[src/rtl/duck_pixel_ctrl_if.sv]
`default_nettype none
// ============================================================================
//  Module   : duck_pixel_ctrl_if
//  Purpose  : Bundle of video-timing, game-event and sprite-ROM signals
//             exchanged between the duck sprite controller and its system.
//  Revision : 1.0  initial release
// ============================================================================
interface duck_pixel_ctrl_if #(
   parameter int ADDR_W = 12
) ();
   logic              frame_start;
   logic              pixel_valid;
   logic [9:0]        DrawX;
   logic [9:0]        DrawY;
   logic [9:0]        duck_x;
   logic [9:0]        duck_y;
   logic              shot;
   logic              respawn;
   logic [ADDR_W-1:0] rom_addr;
   logic [23:0]       rom_data;
   logic              is_duck;
   logic [23:0]       duck_color;
   logic [1:0]        anim_state;

   // System side: drives timing, events and ROM data, consumes pixel results.
   modport master (
      output frame_start, pixel_valid, DrawX, DrawY, duck_x, duck_y,
             shot, respawn, rom_data,
      input  rom_addr, is_duck, duck_color, anim_state
   );

   // Controller side.
   modport slave (
      input  frame_start, pixel_valid, DrawX, DrawY, duck_x, duck_y,
             shot, respawn, rom_data,
      output rom_addr, is_duck, duck_color, anim_state
   );
endinterface
`default_nettype wire

[src/rtl/duck_pixel_ctrl.sv]
`default_nettype none
// ============================================================================
//  Module   : duck_pixel_ctrl
//  Purpose  : Duck sprite controller: per-frame position latch, bounding-box
//             hit test, sprite ROM addressing, colour-key transparency and
//             the flap / shot / fall animation state machine.
//  Revision : 1.0  initial release
// ============================================================================
module duck_pixel_ctrl #(
   parameter int          SPRITE_W    = 32,
   parameter int          SPRITE_H    = 32,
   parameter int          ROM_LAT     = 2,
   parameter int          FLAP_FRAMES = 8,
   parameter int          SHOT_FRAMES = 30,
   parameter logic [23:0] KEY_COLOR   = 24'hFF00FF,
   parameter int          ADDR_W      = 12
) (
   input  logic            Clk,
   input  logic            Reset_n,
   duck_pixel_ctrl_if.slave bus
);

   typedef enum logic [1:0] {
      FLY_A = 2'd0,
      FLY_B = 2'd1,
      SHOT  = 2'd2,
      FALL  = 2'd3
   } state_t;

   localparam int CNT_MAX = (FLAP_FRAMES > SHOT_FRAMES) ? FLAP_FRAMES : SHOT_FRAMES;
   localparam int CNT_W   = $clog2(CNT_MAX + 1);
   localparam logic [CNT_W-1:0]  FLAP_LAST   = CNT_W'(FLAP_FRAMES - 1);
   localparam logic [CNT_W-1:0]  SHOT_LAST   = CNT_W'(SHOT_FRAMES - 1);
   localparam logic [ADDR_W-1:0] FRAME_WORDS = ADDR_W'(SPRITE_W * SPRITE_H);

   state_t            state;
   logic [CNT_W-1:0]  cnt;
   logic              shot_pend;
   logic              resp_pend;
   logic [9:0]        x_r;
   logic [9:0]        y_r;
   logic [ROM_LAT:0]  hit_pipe;
   logic [ADDR_W-1:0] addr_q;
   logic              is_duck_q;
   logic [23:0]       color_q;

   // Offsets are taken in 11 bits so a pixel left of / above the sprite
   // wraps to a large value and a box straddling column 1023 never aliases
   // onto column 0.
   logic [10:0]       dx;
   logic [10:0]       dy;
   logic              hit;
   logic [ADDR_W-1:0] addr_next;
   logic              show;

   assign dx   = {1'b0, bus.DrawX} - {1'b0, x_r};
   assign dy   = {1'b0, bus.DrawY} - {1'b0, y_r};
   assign hit  = bus.pixel_valid && (dx < 11'(SPRITE_W)) && (dy < 11'(SPRITE_H));

   // The animation frame index is the state encoding itself.
   assign addr_next = ADDR_W'(state) * FRAME_WORDS
                    + ADDR_W'(dy) * ADDR_W'(SPRITE_W)
                    + ADDR_W'(dx);

   assign show = hit_pipe[ROM_LAT] && (bus.rom_data != KEY_COLOR);

   // Latch sprite position once per frame so it is stable across the frame.
   always_ff @(posedge Clk or negedge Reset_n) begin
      if (!Reset_n) begin
         x_r <= '0;
         y_r <= '0;
      end else if (bus.frame_start) begin
         x_r <= bus.duck_x;
         y_r <= bus.duck_y;
      end
   end

   // Issue the ROM read and carry the hit flag alongside the ROM latency.
   always_ff @(posedge Clk or negedge Reset_n) begin
      if (!Reset_n) begin
         addr_q   <= '0;
         hit_pipe <= '0;
      end else begin
         if (hit) begin
            addr_q <= addr_next;
         end
         hit_pipe <= {hit_pipe[ROM_LAT-1:0], hit};
      end
   end

   // Final pixel stage: key-colour pixels are transparent.
   always_ff @(posedge Clk or negedge Reset_n) begin
      if (!Reset_n) begin
         is_duck_q <= 1'b0;
         color_q   <= '0;
      end else begin
         is_duck_q <= show;
         color_q   <= show ? bus.rom_data : 24'h000000;
      end
   end

   // Animation FSM; state only moves on frame_start, events in between are
   // remembered as pending flags.
   always_ff @(posedge Clk or negedge Reset_n) begin
      if (!Reset_n) begin
         state     <= FLY_A;
         cnt       <= '0;
         shot_pend <= 1'b0;
         resp_pend <= 1'b0;
      end else if (bus.frame_start) begin
         unique case (state)
            FLY_A, FLY_B: begin
               if (shot_pend || bus.shot) begin
                  state     <= SHOT;
                  cnt       <= '0;
                  shot_pend <= 1'b0;
               end else if (cnt == FLAP_LAST) begin
                  state <= (state == FLY_A) ? FLY_B : FLY_A;
                  cnt   <= '0;
               end else begin
                  cnt <= cnt + 1'b1;
               end
            end
            SHOT: begin
               if (cnt == SHOT_LAST) begin
                  state <= FALL;
                  cnt   <= '0;
               end else begin
                  cnt <= cnt + 1'b1;
               end
            end
            FALL: begin
               if (resp_pend || bus.respawn) begin
                  state     <= FLY_A;
                  cnt       <= '0;
                  resp_pend <= 1'b0;
               end
            end
         endcase
      end else begin
         if (bus.shot && ((state == FLY_A) || (state == FLY_B))) begin
            shot_pend <= 1'b1;
         end
         if (bus.respawn && (state == FALL)) begin
            resp_pend <= 1'b1;
         end
      end
   end

   assign bus.rom_addr   = addr_q;
   assign bus.is_duck    = is_duck_q;
   assign bus.duck_color = color_q;
   assign bus.anim_state = state;

endmodule
`default_nettype wire
[src/flat_wrapper.sv]
// flat-port wrapper written by rule: the top's interface ports become plain ports
module duck_pixel_ctrl_flat 
#(
   parameter int          SPRITE_W    = 32,
   parameter int          SPRITE_H    = 32,
   parameter int          ROM_LAT     = 2,
   parameter int          FLAP_FRAMES = 8,
   parameter int          SHOT_FRAMES = 30,
   parameter logic [23:0] KEY_COLOR   = 24'hFF00FF,
   parameter int          ADDR_W      = 12
)
  (Clk, Reset_n, bus_frame_start, bus_pixel_valid, bus_DrawX, bus_DrawY, bus_duck_x, bus_duck_y, bus_shot, bus_respawn, bus_rom_data, bus_rom_addr, bus_is_duck, bus_duck_color, bus_anim_state);
  duck_pixel_ctrl_if #(.ADDR_W(ADDR_W)) bus_i ();
  input  logic Clk;
  input  logic Reset_n;
  input wire logic [$bits(bus_i.frame_start)-1:0] bus_frame_start;
  input wire logic [$bits(bus_i.pixel_valid)-1:0] bus_pixel_valid;
  input wire logic [$bits(bus_i.DrawX)-1:0] bus_DrawX;
  input wire logic [$bits(bus_i.DrawY)-1:0] bus_DrawY;
  input wire logic [$bits(bus_i.duck_x)-1:0] bus_duck_x;
  input wire logic [$bits(bus_i.duck_y)-1:0] bus_duck_y;
  input wire logic [$bits(bus_i.shot)-1:0] bus_shot;
  input wire logic [$bits(bus_i.respawn)-1:0] bus_respawn;
  input wire logic [$bits(bus_i.rom_data)-1:0] bus_rom_data;
  output wire logic [$bits(bus_i.rom_addr)-1:0] bus_rom_addr;
  output wire logic [$bits(bus_i.is_duck)-1:0] bus_is_duck;
  output wire logic [$bits(bus_i.duck_color)-1:0] bus_duck_color;
  output wire logic [$bits(bus_i.anim_state)-1:0] bus_anim_state;
  assign bus_i.frame_start = bus_frame_start;
  assign bus_i.pixel_valid = bus_pixel_valid;
  assign bus_i.DrawX = bus_DrawX;
  assign bus_i.DrawY = bus_DrawY;
  assign bus_i.duck_x = bus_duck_x;
  assign bus_i.duck_y = bus_duck_y;
  assign bus_i.shot = bus_shot;
  assign bus_i.respawn = bus_respawn;
  assign bus_i.rom_data = bus_rom_data;
  assign bus_rom_addr = bus_i.rom_addr;
  assign bus_is_duck = bus_i.is_duck;
  assign bus_duck_color = bus_i.duck_color;
  assign bus_anim_state = bus_i.anim_state;
  duck_pixel_ctrl #(.SPRITE_W(SPRITE_W), .SPRITE_H(SPRITE_H), .ROM_LAT(ROM_LAT), .FLAP_FRAMES(FLAP_FRAMES), .SHOT_FRAMES(SHOT_FRAMES), .KEY_COLOR(KEY_COLOR), .ADDR_W(ADDR_W)) u_core (.Clk(Clk), .Reset_n(Reset_n), .bus(bus_i));
endmodule
[config.mk]
export PLATFORM = sky130hd
export DESIGN_NAME = duck_pixel_ctrl_flat
export DESIGN_NICKNAME = d
export VERILOG_FILES = /design/src/rtl/duck_pixel_ctrl_if.sv /design/src/rtl/duck_pixel_ctrl.sv /design/src/flat_wrapper.sv
export SDC_FILE = /design/constraint.sdc
export NUM_CORES = 1
export LEC_CHECK = 0
export CORE_AREA = 2 2 143 89
export CTS_CLUSTER_SIZE = 30
export DETAILED_ROUTE_END_ITERATION = 10
export DIE_AREA = 0 0 145 91
export PLACE_DENSITY = 0.6
export RECOVER_POWER = 25
export SYNTH_ARGS = -nofsm -noshare
export SYNTH_HDL_FRONTEND = slang
export SYNTH_SLANG_ARGS = --single-unit
[constraint.sdc]
create_clock -name Clk -period 6.65 [get_ports Clk]
set_clock_uncertainty 0.15 [all_clocks]
set_input_delay 0.9975 -clock Clk [delete_from_list [all_inputs] [get_ports Clk]]
set_output_delay 0.9975 -clock Clk [all_outputs]
set_load 0.05 [all_outputs]
# [Yosys cells after proc, flatten, opt, wreduce, memory -nomap -nowiden]
# Cells that the tools add are included.
[op_classes] mux=20 order_cmp=2 eq_ne=13 add_sub_neg=5 reduce_logical=16
[op_table] op="$mux W24" n=1
[op_table] op="$ne A24 B24 Y1 const B" n=1
[op_table] op="$lt A11 B6 Y1 const B" n=2
[op_table] op="$sub A10 B10 Y11" n=2
[op_table] op="$mux W5" n=4
[op_table] op="$pmux W5 S3" n=1
[op_table] op="$add A12 B11 Y12" n=1
[op_table] op="$add A12 B12 Y12" n=1
[op_table] op="$ne A2 B1 Y1 const B" n=6
[op_table] op="$mux W1" n=9
[op_table] op="$mux W2" n=4
[op_table] op="$pmux W2 S3" n=1
[op_table] op="$reduce_and A3 Y1" n=2
[op_table] op="$add A5 B1 Y5 const B" n=1
[op_table] op="$eq A5 B3 Y1 const B" n=1
[op_table] op="$eq A5 B5 Y1 const B" n=1
[op_table] op="$logic_and A1 B1 Y1" n=5
[op_table] op="$eq A2 B2 Y1 const B" n=2
[op_table] op="$reduce_and A4 Y1" n=1
[op_table] op="$reduce_bool A2 Y1" n=2
[op_table] op="$logic_or A1 B1 Y1" n=3
[op_table] op="$ne A3 B1 Y1 const B" n=1
[op_table] op="$eq A2 B1 Y1 const B" n=1
[op_table] op="$logic_not A2 Y1" n=1
[op_table] op="other kinds (2)" n=2
[word_totals] register_bits=69 wordCells=66 out_inout_bits=39

# [Depth between registers and ports, before layout]
# Gate-level depths: netlist of run 1.
[logic_depth] ltp_word=5 mapped_depth=16

# [Worst setup path after synthesis of run 1]
# OpenSTA, ideal clock, no wires.
[synth_path] path_type="input to register" start="input bus_DrawY[0]" end="register u_core.addr_q[10], in the netlist u_core.bus.rom_addr[10]" path_stages=12 arrival_ns=3.840 path_slack_ns=2.535 setup_ns=0.125 n_path_buf=1 cell_sequence="inv_1 > ha_1 > inv_1 > fa_1 > a21oi_2 > o211ai_4 > mux2i_1 > or4_1 > or4_4 > nor4_4 > buf_8 > mux2_4"
[synth_via] elab_chain_len=3
[synth_rtl] element="from (decl)" line_no="flat_wrapper.sv:19" text="input wire logic [$bits(bus_i.DrawY)-1:0] bus_DrawY;"
[synth_rtl] element="$sub A10 B10 Y11 (*)" line_no="duck_pixel_ctrl.sv:57" text="assign dy = {1'b0, bus.DrawY} - {1'b0, y_r};"
[synth_rtl] element="$add A12 B12 Y12 / $lt A11 B6 Y1 (equally long branches)" line_no="duck_pixel_ctrl.sv:62, duck_pixel_ctrl.sv:58"
[synth_rtl] element="$add A12 B11 Y12 / $logic_and A1 B1 Y1 (equally long branches)" line_no="duck_pixel_ctrl.sv:63, duck_pixel_ctrl.sv:58"
[synth_rtl] element="to (signal assigned)" line_no="duck_pixel_ctrl.sv:85" text="addr_q <= addr_next;"
[synth_rtl] element="to (decl)" line_no="duck_pixel_ctrl.sv:43" text="logic [ADDR_W-1:0] addr_q;"
# Every way passes the cells marked *; elsewhere a longest branch is shown, timed or not.
# A chain may end at the register's enable or synchronous reset.

# [Final worst setup path of run 1]
[layout_path] start="input bus_DrawY[0]" end="register u_core.addr_q[2], in the netlist u_core.bus.rom_addr[2]"
[layout_via] elab_chain_len=3
[layout_rtl] element="$sub A10 B10 Y11" line_no="duck_pixel_ctrl.sv:57"
[layout_rtl] element="$lt A11 B6 Y1" line_no="duck_pixel_ctrl.sv:58" text="assign hit = bus.pixel_valid && (dx < 11'(SPRITE_W)) && (dy < 11'(SPRITE_H));"
[layout_rtl] element="$logic_and A1 B1 Y1" line_no="duck_pixel_ctrl.sv:58"
# No other way between the ends.

==> results.yml, run 1 <==
timing:
  fin_crit_sh_pct: 71.8
  fin_setup_tns_ns: 0
  finalHoldViolations: 0
  grt_setup_unrepaired: "no"
  timing.slew.headroom_pct: -144
  setup_slack_ns: 1.87
  period_needed_ns: 4.78
  drv_slew: 70
  worst_slew_pin_slew_ns: 3.66
  setup_viol: 0
  timing.fmax_mhz: 209
drt:
  wl_per_cell_um: 14.1
  wl_met3_um: 606
  m1WireLength_um: 5290
  via_per_inst: 4.76
  maxUsedRoutingLayer: "met4"
  wl_met2_um: 3850
  drc_errors: 0
  ant_nets: 0
  drt-total-wl_um: 9810
  drt_iter0_markers: 193
  dr.pass1.iters: 4
  num_vias: 3304
floorplan:
  ioPinCount: 109
  core_area_mm2: 0.0118
  die_area_mm2: 0.0132
  die_w_um: 145
  core.rowCount: 31
  initial_utilization_pct: 34.6
  chipHeight_um: 91
status:
  status: "complete, but fails checks"
  violations: "capacitance limit, slew limit"
synthesis:
  syn_inst: 417
  ys_seq_area_share_pct: 42.1
  synth_cell_types: 58
  synth_top_area_share_pct: 42.1
  synth_flop_cell: "dfrtp_1"
  yosys_warnings: 0
  synth_edf_count: 0
  ys_seq_elements: 69
  synth_top_cells_by_area: "dfrtp_1, ha_1, and2_1"
  synth_nets: 522
  avgSynthCellArea_um2: 9.83
  yosys.area.top_type: "dfrtp_1"
  netlist_area_mm2: 0.00410
  synthArstFlopShare_pct: 100
place:
  pre_cts_ws_ns: 1.51
  dp_hpwl_um: 7580
  port_buffers: 108
  place_congestion: 0.828
setup_path:
  r2r-end: "u_core.bus.rom_addr[2]"
  rr_worst_depth: 10
  startpoint_type: "input port"
  required_ns: 6.70
  reg2reg_from: "u_core.y_r[0]"
  r2r_slack_ns: 2.64
  crit_end: "u_core.bus.rom_addr[2]"
  cp-end-kind: "flop"
  cp_max_fo: 12
  cp_slowest_cell: "nor4_4"
  critical_path_class: "input port to flop"
  crit_chain: "clkdlybuf4s50_1, inv_1, ha_1, inv_1, fa_1, a21oi_2, o211ai_4, mux2i_1, or4_1, or4_4, nor4_4, mux2_1"
  critPathLaunch: "bus_DrawY[0]"
  worst_ep_arrival_time_ns: 4.83
  max_stage_delay_ns: 0.90
  path_common_cell: "inv_1"
global_route:
  grt_pass1_vias: 3168
  grt_pass1_wl_um: 16400
  grt_max_degree: 70
  grt_use_total_pct: 15.7
  antenna_found_initial: 0
  overflow: 0
power:
  intPower_mw: 1.05
  peakVddDrop_mv: 0.180
  combinationalPowerShare_pct: 32.4
  powerDensity_mw_per_mm2: 270
  leakagePower_nw: 2.55
  switching_share_pct: 31.6
  clkPwrFrac_pct: 36.1
  p_sw_mw: 0.484
  seqPwrFrac_pct: 31.5
  finalPower_mw: 1.53
clock_network:
  clk_pin_slew_ns: 0.06
  cts.sinks: 69
  cts_tree: "done"
  htree_levels: 3
  cts_resized: 0
  clock_latency_ns: 0.33
  cts.hold.buffers_added: 0
  post-cts-setup-buffer-count: 0
  cts_root_buffer: "clkbuf_16"
  cts_buffers: 9
  clockBufferDepth: 2
job:
  drv_cap: 1
finish:
  final_core_util_pct: 48.0
  diodes: 0
  area_growth_pct: 38.4
  final_net_count: 629
  drive_gt1_share_pct: 7.18
hold_path:
  worstHoldPathType: "flop to flop"
registers in the layout, summed over array words and instances, names as in the netlist:
register	count
u_core.bus.anim_state	2
u_core.bus.duck_color	24
u_core.bus.is_duck	1
u_core.bus.rom_addr	12
u_core.cnt	5
u_core.hit_pipe	3
u_core.resp_pend	1
u_core.shot_pend	1
u_core.x_r	10
u_core.y_r	10
synth_stat cells (all sizes together), types with 4 or more instances:
cell type	number
dfrtp	69
inv	43
o21ai	32
ha	31
and2	28
nand2	28
a21oi	26
nor2	19
mux2	11
xnor2	11
clkbuf	10
nand3	9
a21o	7
nor2b	7
o31ai	6
mux2i	5
a31oi	4
buf	4
fa	4
nand4	4
nor3	4
nor4	4
o211ai	4
o21a	4
worst max-delay path: cells and delay by family:
kind | cells | cell delay (ns)
and+or+nand+nor | 3 | 1.85
muxes | 2 | 0.55
adders and majority gates | 2 | 0.57
AOI/OAI and AO/OA | 2 | 0.35
buffers and inverters | 3 | 0.51
cells by family (layout without fill, tap and decap cells):
family,count (synthesis),after routing,share of synthesized area (%)
flops,69,69,42.1
simple gates,123,123,16.9
fa+ha+maj,35,35,11.4
mux,16,16,4.88
compound gates,103,103,15.9
buf+inv,57,169,5.74
xor+xnor,14,14,2.99
stage by stage:
step                hold slack [ns]  area, um2  instances
floorplan                     0.181       4100        417
global placement              0.189       5320        678
detailed placement            0.193       5320        678
CTS                           0.205       5670        694
global route                  0.210       5670        694
finish                        0.201       5670        694
power by group through the flow:
stage | sequential, mW | clock [mW] | combinational, mW
floorplan | 0.500 | 0 | 0.345
global placement | 0.487 | 0 | 0.492
detailed placement | 0.489 | 0 | 0.500
CTS | 0.482 | 0.568 | 0.504
global route | 0.488 | 0.592 | 0.560
finish | 0.482 | 0.552 | 0.497
worst min-delay path by stage:
stage	start	endpoint	depth (start not counted)	slack [ns]
2_1_floorplan	u_core.hit_pipe[0]	u_core.hit_pipe[1]	0	0.18
3_5_place_dp	u_core.hit_pipe[1]	u_core.hit_pipe[2]	0	0.19
5_1_grt	u_core.hit_pipe[1]	u_core.hit_pipe[2]	0	0.21
3_3_place_gp	u_core.hit_pipe[1]	u_core.hit_pipe[2]	0	0.19
6_report	u_core.hit_pipe[1]	u_core.hit_pipe[2]	0	0.20
4_1_cts	u_core.hit_pipe[1]	u_core.hit_pipe[2]	0	0.21
layout make-up:
cell class	instances	area, um2
Fill cell	1093	6160
Multi-Input combinational cell	291	2140
Sequential cell	69	1730
Timing Repair Buffer	110	1090
Clock buffer	9	225
Tap cell	165	206
Inverter	43	161
Clock inverter	7	124
layout by cell type (no fill, tap or decap), types with 3 or more instances in the layout:
cell | netlist | layout
o31ai_1 | 6 | 6
nor3_1 | 4 | 4
inv_1 | 43 | 43
nand3_1 | 8 | 8
o2111ai_1 | 3 | 3
bufinv_16 | 0 | 3
a21o_1 | 7 | 7
xor2_1 | 3 | 3
and2_1 | 28 | 27
ha_1 | 31 | 31
a21oi_1 | 25 | 25
nor2b_1 | 7 | 7
a31oi_1 | 4 | 3
mux2_4 | 7 | 7
clkdlybuf4s50_1 | 0 | 104
xnor2_1 | 11 | 11
nand4_1 | 4 | 4
nor2_1 | 19 | 19
o21ai_0 | 31 | 31
a21boi_0 | 3 | 3
mux2i_1 | 5 | 5
and3_1 | 3 | 3
o211ai_1 | 3 | 3
or2_2 | 3 | 3
o21bai_1 | 3 | 3
nand2_1 | 28 | 28
clkinv_4 | 0 | 3
fa_1 | 4 | 4
dlygate4sd3_1 | 0 | 3
dfrtp_1 | 69 | 69
o21a_1 | 4 | 4
clkbuf_16 | 0 | 9
nor4_1 | 3 | 3
layer usage:
layer,up-vias,track usage [%]
li1,1666,-
met1,1541,24.0
met5,-,0
met4,0,3.47
met2,92,21.2
met3,5,4.87
(Power assumes the default switching activity.)
==> inputs of run 2 (changes only) <==
clock period = 4.9 ns   (was 6.65 ns; I/O delays follow)
==> results.yml, run 2 (synthesis gave the netlist of run 1 again) <==
global_route:
  grt_use_total_pct: 15.9
  overflow: 0
  antenna_found_initial: 0
  grt_pass1_wl_um: 16900
  grt_pass1_vias: 3256
  grt_max_degree: 43
drt:
  num_vias: 3324
  ant_nets: 0
  wl_per_cell_um: 14.5
  via_per_inst: 4.78
  drc_errors: 0
  drt-total-wl_um: 10100
  drt_iter0_markers: 199
  dr.pass1.iters: 5
timing:
  timing.slew.headroom_pct: -30.8
  period_needed_ns: 4.18
  grt_setup_unrepaired: "no"
  setup_viol: 0
  finalHoldViolations: 0
  timing.fmax_mhz: 239
  setup_slack_ns: 0.722
  worst_slew_pin_slew_ns: 1.96
  fin_setup_tns_ns: 0
  drv_slew: 81
  fin_crit_sh_pct: 85.3
setup_path:
  cp_max_fo: 4
  cp-end-kind: "flop"
  r2r-end: "u_core.bus.rom_addr[11]"
  rr_worst_depth: 14
  crit_end: "u_core.bus.rom_addr[11]"
  r2r_slack_ns: 1.25
  max_stage_delay_ns: 0.46
  worst_ep_arrival_time_ns: 4.24
  required_ns: 4.96
  critical_path_class: "input port to flop"
  startpoint_type: "input port"
  critPathLaunch: "bus_DrawX[0]"
  cp_slowest_cell: "clkdlybuf4s50_1"
  crit_chain: "clkdlybuf4s50_1, inv_1, ha_1, fa_1, nor2b_1, o211ai_1, a21o_1, a21oi_1, a21oi_1, o21bai_1, fa_1, inv_1, ha_1, a21oi_1, xnor2_1, mux2_1"
  path_common_cell: "a21oi_1"
  reg2reg_from: "u_core.x_r[0]"
status:
  violations: "capacitance limit, slew limit"
  status: "complete, but fails checks"
clock_network:
  cts.hold.buffers_added: 0
  cts_buffers: 9
  cts_tree: "done"
  clk_pin_slew_ns: 0.06
  clock_latency_ns: 0.33
  htree_levels: 3
  cts_resized: 0
  post-cts-setup-buffer-count: 0
  cts_root_buffer: "clkbuf_16"
  cts.sinks: 69
  clockBufferDepth: 2
floorplan:
  core_area_mm2: 0.0118
  die_area_mm2: 0.0132
  ioPinCount: 109
  chipHeight_um: 91
  initial_utilization_pct: 34.6
  die_w_um: 145
  core.rowCount: 31
place:
  pre_cts_ws_ns: 0.391
  place_congestion: 0.842
  port_buffers: 108
  dp_hpwl_um: 7900
finish:
  diodes: 0
  final_common_cell: "clkdlybuf4s50_1"
  final_net_count: 630
  drive_gt1_share_pct: 7.17
  area_growth_pct: 38.0
  largest_reg_flops: 24
  final_cell_mix: "clkdlybuf4s50_1, dfrtp_1, inv_1, o21ai_0, ha_1"
power:
  finalPower_mw: 2.04
  powerDensity_mw_per_mm2: 361
  peakVddDrop_mv: 0.189
  leakagePower_nw: 2.54
job:
  drv_cap: 2
hold_path:
  worstHoldPathType: "flop to flop"
run 2: cell count changes in the layout (fill, tap and decap cells not counted), sizes merged:
cell    before  now
clkbuf      10   11
bufinv       3    2
inv         43   44
run 2: area by class of cell:
| class | count | area, um2 |
|---|---|---|
| clock inverters | 7 | 98.8 |
| flip-flops and latches | 69 | 1730 |
| repair buffers | 111 | 1090 |
| clock buffers | 9 | 225 |
| well taps | 165 | 206 |
| inverters | 43 | 161 |
| multi-input cells | 291 | 2140 |
| fillers | 1104 | 6170 |
run 2: report_power, final:
| group | leakage, nW | total (mW) | internal [mW] | switching (mW) |
|---|---|---|---|---|
| logic | 1.49 | 0.687 | 0.312 | 0.375 |
| registers | 0.900 | 0.654 | 0.613 | 0.0416 |
| clock network | 0.156 | 0.702 | 0.448 | 0.255 |
| total | 2.54 | 2.04 | 1.37 | 0.671 |
run 2: worst max-delay path, delay by kind of cell:
kind            cells  cell delay [ns]
compound gates      6             1.00
xor+xnor            1             0.09
fa+ha+maj           4             1.33
buf+inv             3             0.57
mux                 1             0.29
simple gates        1             0.23
run 2: worst min-delay path by stage:
stage | start | endpoint | slack, ns | cells after the start
after floorplan | u_core.hit_pipe[0] | u_core.hit_pipe[1] | 0.18 | 0
after global placement | u_core.hit_pipe[1] | u_core.hit_pipe[2] | 0.19 | 0
after detailed placement | u_core.hit_pipe[1] | u_core.hit_pipe[2] | 0.19 | 0
after CTS | u_core.hit_pipe[1] | u_core.hit_pipe[2] | 0.20 | 0
after global routing | u_core.hit_pipe[1] | u_core.hit_pipe[2] | 0.20 | 0
final | u_core.hit_pipe[1] | u_core.hit_pipe[2] | 0.20 | 0
run 2: stage by stage:
stage               utilization (%)  instance area [um2]  instances  hold WS (ns)
floorplan                         -                 4100        417         0.181
global placement               45.1                 5330        679         0.189
detailed placement             45.1                 5330        679         0.188
CTS                            47.8                 5650        695         0.201
global route                   47.8                 5660        695         0.200
finish                         47.8                 5660        695         0.197
run 2: routing by layer:
layer,global-route usage (%),up-vias,part of all wire [%]
met3,4.47,3,5.7
met2,21.0,110,40
met4,3.55,0,0.42
li1,-,1662,-
met5,0,-,0
met1,25.2,1549,54
==> inputs of run 3 (changes only) <==
ABC_AREA = 1   (was unset)
CORE_AREA = 2 2 146 91   (was 2 2 143 89)
DIE_AREA = 0 0 148 93   (was 0 0 145 91)
DONT_BUFFER_PORTS = 1   (was unset)
GPL_TIMING_DRIVEN = 0   (was unset)
PLACE_DENSITY = 0.48   (was 0.6)
==> results.yml, run 3 <==
finish:
  diodes: 0
  final_net_count: 679
  area_growth_pct: 12.1
  final_common_cell: "nand2_1"
  largest_reg_flops: 24
  finalInstanceArea_mm2: 0.00479
  final_core_util_pct: 38.3
  final_cell_mix: "nand2_1, inv_1, dfrtp_1, nor2_1, nand3_1"
  drive_gt1_share_pct: 7.09
setup_path:
  path_delay_family: "simple AND/OR/NAND/NOR gates"
  reg2reg_from: "u_core.x_r[0]"
  startpoint_type: "flop"
  r2r-end: "u_core.bus.rom_addr[11]"
  critical_path_class: "flop to flop"
  cp_slowest_cell: "dfrtp_1"
  required_ns: 5.02
  worst_ep_arrival_time_ns: 3.53
  path_common_cell: "nand2_1"
  cp_max_fo: 5
  cp-end-kind: "flop"
  crit_chain: "ha_1, fa_1, inv_1, nand3_1, nand3_1, nand2_1, nand2_1, nand2_1, nand2_1, xor2_1, ha_1, nand2_1, nand2_1, nand2_1, nand3_1, xor2_1, xnor2_1, nand3_1, nand2_1"
  crit_buf_inv: 1
  r2r_slack_ns: 1.49
  max_stage_delay_ns: 0.44
  rr_worst_depth: 19
synthesis:
  synth_top_area_share_pct: 40.4
  synth_flop_cell: "dfrtp_1"
  netlist_area_mm2: 0.00427
  synthArstFlopShare_pct: 100
  synth_top_cells_by_area: "dfrtp_1, nand2_1, inv_1"
  yosys.area.top_type: "dfrtp_1"
  ys_seq_area_share_pct: 40.4
  synth_cell_types: 29
  yosys_warnings: 0
  ys_seq_elements: 69
  avgSynthCellArea_um2: 7.60
  syn_inst: 562
  yosysMostFrequentCell: "nand2_1"
  synth_edf_count: 0
  synth_common_cells: "nand2_1, inv_1, dfrtp_1"
  synth_nets: 667
clock_network:
  cts.sinks: 69
  cts_root_buffer: "clkbuf_16"
  post-cts-setup-buffer-count: 0
  cts_buffers: 9
  clock_latency_ns: 0.33
  clk_pin_slew_ns: 0.06
  htree_levels: 3
  clockBufferDepth: 2
  cts_tree: "done"
timing:
  grt_setup_unrepaired: "no"
  worst_slew_pin_slew_ns: 0.676
  timing.fmax_mhz: 293
  period_needed_ns: 3.41
  drv_slew: 0
  setup_viol: 0
  fin_crit_sh_pct: 69.6
  fin_setup_tns_ns: 0
  timing.slew.headroom_pct: 54.9
  finalHoldViolations: 0
hold_path:
  worstHoldPathType: "input port to async pin"
global_route:
  grt_pass1_vias: 3329
  grt_pass1_wl_um: 16900
  grt_use_total_pct: 15.8
  overflow: 0
  grt_max_degree: 70
  antenna_found_initial: 0
drt:
  wl_met2_um: 4150
  via_per_inst: 4.52
  drt_iter0_markers: 137
  drc_errors: 0
  m1WireLength_um: 5380
  num_vias: 3381
  dr.pass1.iters: 4
  ant_nets: 0
  wl_met3_um: 702
  drt-total-wl_um: 10300
  wl_per_cell_um: 13.8
  maxUsedRoutingLayer: "met4"
place:
  dp_hpwl_um: 8290
  port_buffers: 0
  placement.cell_area_mm2: 0.00448
  place_congestion: 0.799
floorplan:
  initial_utilization_pct: 34.2
  ioPinCount: 109
  chipHeight_um: 93
  die_w_um: 148
  core.rowCount: 32
  die_area_mm2: 0.0138
  core_area_mm2: 0.0125
power:
  intPower_mw: 1.19
  combinationalPowerShare_pct: 31.6
  peakVddDrop_mv: 0.184
  powerDensity_mw_per_mm2: 395
  finalPower_mw: 1.89
  p_sw_mw: 0.696
  leakagePower_nw: 2.66
  seqPwrFrac_pct: 36.1
  switching_share_pct: 36.8
  clkPwrFrac_pct: 32.3
status:
  status: "finished clean"
job:
  drv_cap: 0
-- run 3: worst max path at each step --
stage	depth (start not counted)	from	slack (ns)	end
4_1_cts	19	u_core.x_r[0]	1.49	u_core.bus.rom_addr[11]
2_1_floorplan	18	bus_DrawX[0]	1.56	u_core.bus.rom_addr[10]
3_3_place_gp	20	bus_DrawX[0]	1.16	u_core.bus.rom_addr[11]
5_1_grt	19	u_core.x_r[0]	1.24	u_core.bus.rom_addr[11]
6_report	19	u_core.x_r[0]	1.49	u_core.bus.rom_addr[11]
3_5_place_dp	20	bus_DrawX[0]	1.17	u_core.bus.rom_addr[11]
-- run 3: power groups by stage --
stage          Clock, mW  Combinational (mW)  Sequential, mW
6_report           0.611               0.598           0.682
4_1_cts            0.634               0.601           0.682
3_3_place_gp           0               0.574           0.691
5_1_grt            0.659               0.691           0.690
3_5_place_dp           0               0.582           0.693
2_1_floorplan          0               0.467           0.680
-- run 3: cell type report --
cell class	count	area [um2]
Tap cell	170	213
Timing Repair Buffer	1	27.5
Clock inverter	5	36.3
Multi-Input combinational cell	371	2070
Clock buffer	10	239
Buffer	8	45.0
Fill cell	1320	7700
Sequential cell	69	1730
Inverter	114	428
-- run 3: per-stage QoR --
step,worst slack [ns],cells,hold WS (ns)
2_1_floorplan,1.56,562,0.181
3_3_place_gp,1.16,732,0.183
3_5_place_dp,1.17,732,0.188
4_1_cts,1.49,748,0.140
5_1_grt,1.24,748,0.146
6_report,1.49,748,0.126
-- run 3: repair_timing --
action | in CTS | in global routing
gates resized for setup | 0 | 0
hold buffers | 1 | 0
hold endpoints to repair | 69 | 0
-- run 3: cell families after synthesis --
logic type	count (synthesis)	synth area share (%)
compound gates	54	7.06
xor+xnor	13	2.67
fa+ha+maj	35	11.0
buf+inv	122	11.1
flops	69	40.4
simple gates	269	27.8
-- run 3: routing by layer --
layer | vias up | track usage [%]
met5 | - | 0
met4 | 0 | 3.81
met3 | 5 | 5.51
met2 | 73 | 22.4
met1 | 1533 | 22.9
li1 | 1770 | -
